**config.mk**
```make
export PLATFORM = sky130hd
export DESIGN_NAME = ram_arb
export DESIGN_NICKNAME = d
export VERILOG_FILES = /design/src/rtl/ram_arb.sv
export SDC_FILE = /design/constraint.sdc
export NUM_CORES = 1
export LEC_CHECK = 0
export CAP_MARGIN = 15
export CORE_AREA = 2 2 121 123
export DETAILED_ROUTE_END_ITERATION = 7
export DIE_AREA = 0 0 123 125
export GPL_TIMING_DRIVEN = 0
export PLACE_DENSITY_LB_ADDON = 0.05
export REMOVE_ABC_BUFFERS = 1
export SLEW_MARGIN = 25
export SYNTH_ARGS = -nofsm -noshare
export SYNTH_HDL_FRONTEND = slang
export SYNTH_SLANG_ARGS = --single-unit
```
**constraint.sdc**
```tcl
create_clock -name clk -period 3.8 [get_ports clk]
set_input_delay 0.95 -clock clk [delete_from_list [all_inputs] [get_ports clk]]
set_output_delay 0.95 -clock clk [all_outputs]
set_load 0.02 [all_outputs]
```
**src/rtl/ram_arb.sv**
```systemverilog
// ram_arb: two-master arbiter for a single-port synchronous RAM.
//
// Purpose:
//   Master 0 (core LSU) and master 1 (debug/DMA) share one RAM port.
//   - A lone requester is granted in the same cycle.
//   - When both request, the master that was not granted most recently wins.
//   - Grants are combinational, so a new access can be granted every cycle.
//   - Writes complete in their grant cycle and return nothing.
//   - Read data arrives one cycle after the grant and goes back to the master
//     that issued the read.
//
// Ports:
//   clk, rst              clock (rising edge), asynchronous active-high reset
//   mX_req/we/wem/addr/wdata   request from master X (held until mX_gnt)
//   mX_gnt                request accepted this cycle (combinational)
//   mX_rvalid, mX_rdata   read response, one cycle after a read grant
//   ram_cs/we/wem/addr/din     RAM command, driven from the granted master
//   ram_dout              registered RAM read data (valid 1 cycle after read cs)
module ram_arb #(
    parameter int AW = 32,
    parameter int DW = 32,
    parameter int MW = 4
) (
    input  logic          clk,
    input  logic          rst,
    input  logic          m0_req,
    input  logic          m0_we,
    input  logic [MW-1:0] m0_wem,
    input  logic [AW-1:0] m0_addr,
    input  logic [DW-1:0] m0_wdata,
    output logic          m0_gnt,
    output logic          m0_rvalid,
    output logic [DW-1:0] m0_rdata,
    input  logic          m1_req,
    input  logic          m1_we,
    input  logic [MW-1:0] m1_wem,
    input  logic [AW-1:0] m1_addr,
    input  logic [DW-1:0] m1_wdata,
    output logic          m1_gnt,
    output logic          m1_rvalid,
    output logic [DW-1:0] m1_rdata,
    output logic          ram_cs,
    output logic          ram_we,
    output logic [MW-1:0] ram_wem,
    output logic [AW-1:0] ram_addr,
    output logic [DW-1:0] ram_din,
    input  logic [DW-1:0] ram_dout
);

    // last_q = 1 means master 1 received the most recent grant.
    logic last_q, last_d;
    // Outstanding read: pend_id_q names the master that owns it.
    logic pend_vld_q, pend_vld_d;
    logic pend_id_q, pend_id_d;

    // Round-robin grant. On a tie, m0 wins only if m1 was granted last.
    always_comb begin
        m0_gnt = 1'b0;
        m1_gnt = 1'b0;
        if (!rst) begin
            if (m0_req && (!m1_req || last_q)) begin
                m0_gnt = 1'b1;
            end else if (m1_req) begin
                m1_gnt = 1'b1;
            end
        end
    end

    // RAM command mux. Address and data fields are zeroed when idle.
    always_comb begin
        ram_cs   = m0_gnt | m1_gnt;
        ram_we   = 1'b0;
        ram_wem  = '0;
        ram_addr = '0;
        ram_din  = '0;
        if (m0_gnt) begin
            ram_we   = m0_we;
            ram_wem  = m0_wem;
            ram_addr = m0_addr;
            ram_din  = m0_wdata;
        end else if (m1_gnt) begin
            ram_we   = m1_we;
            ram_wem  = m1_wem;
            ram_addr = m1_addr;
            ram_din  = m1_wdata;
        end
    end

    // Next-state logic. The pointer and owner only move on a grant, while
    // pend_vld is rewritten every cycle. This lets a read grant in cycle N+1
    // overlap the response to the read granted in cycle N.
    always_comb begin
        last_d     = last_q;
        pend_id_d  = pend_id_q;
        pend_vld_d = ram_cs & ~ram_we;
        if (ram_cs) begin
            last_d    = m1_gnt;
            pend_id_d = m1_gnt;
        end
    end

    always_ff @(posedge clk or posedge rst) begin
        if (rst) begin
            last_q     <= 1'b1;    // m0 wins the first tie after reset
            pend_vld_q <= 1'b0;    // drops any read still in flight
            pend_id_q  <= 1'b0;
        end else begin
            last_q     <= last_d;
            pend_vld_q <= pend_vld_d;
            pend_id_q  <= pend_id_d;
        end
    end

    // Response steering. Read data is forced to zero unless valid.
    assign m0_rvalid = pend_vld_q & ~pend_id_q;
    assign m1_rvalid = pend_vld_q & pend_id_q;
    assign m0_rdata  = (m0_rvalid && !rst) ? ram_dout : '0;
    assign m1_rdata  = (m1_rvalid && !rst) ? ram_dout : '0;

endmodule

```
== After elaboration in Yosys (flattened, before gate mapping) ==
Cells that the tools add are included.
Word-level totals
  register bits: 3
  latch bits: 0
  bits in writable memories: 0
  bits in read-only memories: 0
  input bits: 174
  output and inout bits: 138
  memories kept: 0
Cells by class
  $add $sub $neg: 0
  multipliers: 0
  div/mod/pow operators: 0
  magnitude comparators: 0
  equal/unequal tests: 0
  shift-type cells: 0
  muxes and demuxes: 15
  bitwise gates (word level): 6
  reductions and logical operators: 6
Operators by type and width (number)
  $mux 32: 6
  $mux 4: 2
  $mux 1: 7
  $and 1x1->1: 3
  $logic_and 1x1->1: 3
  $logic_not 1->1: 2
  $not 1->1: 2
  $logic_or 1x1->1: 1
  $or 1x1->1: 1

== Logic depth before layout (Yosys ltp) ==
Gate-level depths: netlist (run 1).
  depth in word-level cells: 9
  mapped depth: 5

== Worst setup path before layout (run 1) ==
OpenSTA, ideal clock, no wires.
  kind: input to output
  start: input m0_req
  end: output ram_addr[0]
  arrival time: 1869 ps
  slack: 981 ps
  stages: 5
  path buffers: 2
  cell sequence: buf_6 -> a21boi_4 -> buf_6 -> a32oi_1 -> nor2_1
Between the ends
  cells in the longest elaborated chain, start to end: 5
Ends and longest elaborated chain
  start, declared: line 26  | input logic m0_req,
  $logic_and 1x1->1 *: line 61  | if (m0_req && (!m1_req || last_q)) begin
  $mux 1: line 61
  $mux 1: line 60  | if (!rst) begin
  $mux 32: line 81  | end else if (m1_gnt) begin
  $mux 32 *: line 76  | if (m0_gnt) begin
  end, declared: line 45  | output logic [AW-1:0] ram_addr,
Mark *: on every way between the ends. The rest lies on a longest branch, timed or not.

== Final worst setup path (run 1) ==
  start: input m1_req
  end: output ram_addr[3]
Between the ends
  cells in the longest elaborated chain, start to end: 7
Ends and longest elaborated chain
  start, declared: line 34  | input logic m1_req,
  $logic_not 1->1: line 61
  $logic_or 1x1->1: line 61
  $logic_and 1x1->1: line 61
  $mux 1: line 61
  $mux 1: line 60
  $mux 32: line 81
  $mux 32 *: line 76
Marked as above.

==> run metrics, run 1 <==
status=finished, final reports clean; largest stage delay on the critical path=0.57 ns; Worst EP arrival=2.76 ns; routed vias=3393; Port Buffers=311; initial core utilization=11.8%; Worst Setup End Kind=primary output; Final Skew=0.000212 ns; clock buffer depth=2; vias in the first global route=3268; initial DRC count=52; pin count of the biggest net entering global routing=62; most common cell in the netlist=nor2_1; DIE WIDTH=123 um; Synth area leader=a32oi_1; mean number of vias per cell=4.44; CTS tree=done; critical-path cell with the highest stage delay=clkdlybuf4s50_1; Worst Hold Class=register to register; syn_area_per_cell=5.64 um2; first-pass GRT wire length=17700 um; fmax=270 MHz; drt wl/cell=16.5 um; Seq cells post-synth=3; Worst path most repeated cell=buf_16; number of cell rows=44; final hold vios=0; Clock Sinks=3; synth unique cells=20; Async SR Flop Fraction=100%; RR Startpoint=last_q$_DFFE_PP1P_; final core utilization=35.5%; Die H=125 um; top_reg_cell synth=dfrtp_1; max cap viols=0; Post-Route WL=12600 um; VDD IR max=0.0000989 V; data required time of the worst path=2.85 ns; critical hold path startpoint=last_q$_DFFE_PP1P_; Startpoint Class=input pin; post-synthesis sequential area ratio=4.54%; Mapped Cells=298; gr usage total=14.6%; YS warnings=0; Inserted Diodes=0; dpl hpwl=9980 um; initial antenna violation count=0; Total Power=0.879 mW; Core ar.=14200 um2; minimum clock period=3.71 ns; RSZ-0062 raised after global routing=no; crit share post-route=97.5%; DR pass1 iterations=4; setup TNS=0 ns; Crit Path Class=input pin to primary output; area delta synth->final=200%; crit-path max FO=25; clk slew on worst S/H paths=0.03 ns; die area=15400 um2; PwrDens=174 nW/um2; CP Cell Sequence=clkdlybuf4s50_1, a21boi_4, buf_16, buf_16, a32oi_1, nor2_1, dlygate4sd2_1; mapped cell area=1680 um2; Max Slew Vio Count=0; Top-Level Pins=312; htree depth=1; # setup viols final=0; Synth area leaders=a32oi_1 (36%), nor2_1 (31%), nand2_1 (7.6%); number of nets in the layout=756; share of cells above drive strength 1=3.96%; global route total overflow=0; CP Launch Point=m1_req; ANT nets after route=0; DRC errors left=0; Root Buffer=clkbuf_16; gpl congestion=0.785; Post-synth EDFFs=0; CTS buffer count=3; static leakage=2.14 nW; commonest cells in the netlist=nor2_1 (138), a32oi_1 (69), nand2_1 (34), clkbuf_1 (17), buf_6 (9); clock latency at the later pin of the worst-skew pair=0.22 ns; Worst Tran Pin Value=0.581 ns; Rel. slew slack=61.3%; share of the synthesized area in the top cell type=35.9%
-- power by group --
group | internal (mW) | total (mW) | switching, mW
clock | 0.138 | 0.168 | 0.0291
sequential | 0.0385 | 0.0539 | 0.0154
combinational | 0.344 | 0.657 | 0.313
-- layout by cell type (no fill, tap or decap) --
| cell type | n |
|---|---|
| buf_4 | 5 |
| clkdlybuf4s15_1 | 1 |
| inv_1 | 1 |
| a21boi_4 | 1 |
| o22a_1 | 1 |
| or2_4 | 1 |
| dfrtp_1 | 1 |
| clkbuf_1 | 1 |
| nor2b_1 | 2 |
| nand2_2 | 1 |
| dfstp_2 | 1 |
| a32oi_1 | 69 |
| dlygate4sd2_1 | 52 |
| buf_16 | 6 |
| clkdlybuf4s50_1 | 242 |
| nor2_1 | 138 |
| dlymetal6s2s_1 | 14 |
| and2_1 | 2 |
| nand2_1 | 33 |
| a31oi_1 | 1 |
| nand2b_4 | 1 |
| nand2_8 | 1 |
| o31ai_2 | 1 |
| dfrtp_2 | 1 |
| clkbuf_16 | 4 |
-- path summary, 6_finish.rpt --
path / to / slack [ns] / depth (start not counted)
hold / removal: last_q$_DFFE_PP1P_ / 0.57 / 2
setup reg to reg: pend_id_q$_DFFE_PP0P_ / 2.51 / 4
hold reg to reg: last_q$_DFFE_PP1P_ / 0.57 / 2
max in group asynchronous: last_q$_DFFE_PP1P_ / 2.44 / 3
min in group asynchronous: pend_id_q$_DFFE_PP0P_ / 1.07 / 3
setup / recovery: ram_addr[3] / 0.09 / 7
-- routing by layer --
layer  vias up  GRT usage [%]  part of all wire [%]
met1      1556           14.1                    34
met2       196           28.9                    53
li1       1633              -                     -
met5         -              0                     0
met4         0           2.41                   1.1
met3         8           5.75                    13
-- through the flow --
stage,std cells,setup WS (ns),hold WS (ns),area (um2)
after floorplan,256,0.145,0.512,1420
after CTS,762,0.00910,0.568,4960
after global routing,765,0.00220,0.628,5050
final,765,0.0936,0.567,5050
after global placement,751,-3.48,0.529,4760
after detailed placement,757,-0.433,0.566,4930
-- flip-flops by register name, summed over array words and instances, names as in the netlist --
| signal | flops |
|---|---|
| pend_vld_q | 1 |
| last_q | 1 |
| pend_id_q | 1 |
-- area by class of cell --
class	count	area, um2
multi-input combinational	252	1370
tap	184	230
timing repair buffer	321	3290
clock buffer	4	78.8
inverter	1	3.75
fill	1544	9160
sequential	3	77.6
-- critical path, delay by kind of cell --
| kind | cells | cell delay, ns |
|---|---|---|
| and+or+nand+nor | 1 | 0.11 |
| AOI/OAI and AO/OA | 2 | 0.33 |
| buffers and inverters | 4 | 1.33 |
-- what timing repair did --
item / 4_1_cts / 5_1_grt
hold buffers: 0 / 0
gates cloned: 0 / 1
resized for setup: 56 / 16
endpoints found under the setup margin: 97 / 20
setup buffers: 1 / 2
-- cells by family after synthesis --
logic type | Yosys count | share of synthesized area (%)
buffers and inverters | 43 | 15.8
flip-flops | 3 | 4.54
AND/OR/NAND/NOR | 179 | 41.0
AO/OA/AOI/OAI | 73 | 38.7
(Power assumes the default switching activity.)
==> inputs of run 2 (changes only) <==
Settings changed: CAP_MARGIN 15 to 20.
==> results of run 2 <==
Same layout as run 1: the final DEF is identical, and so are final timing and power.
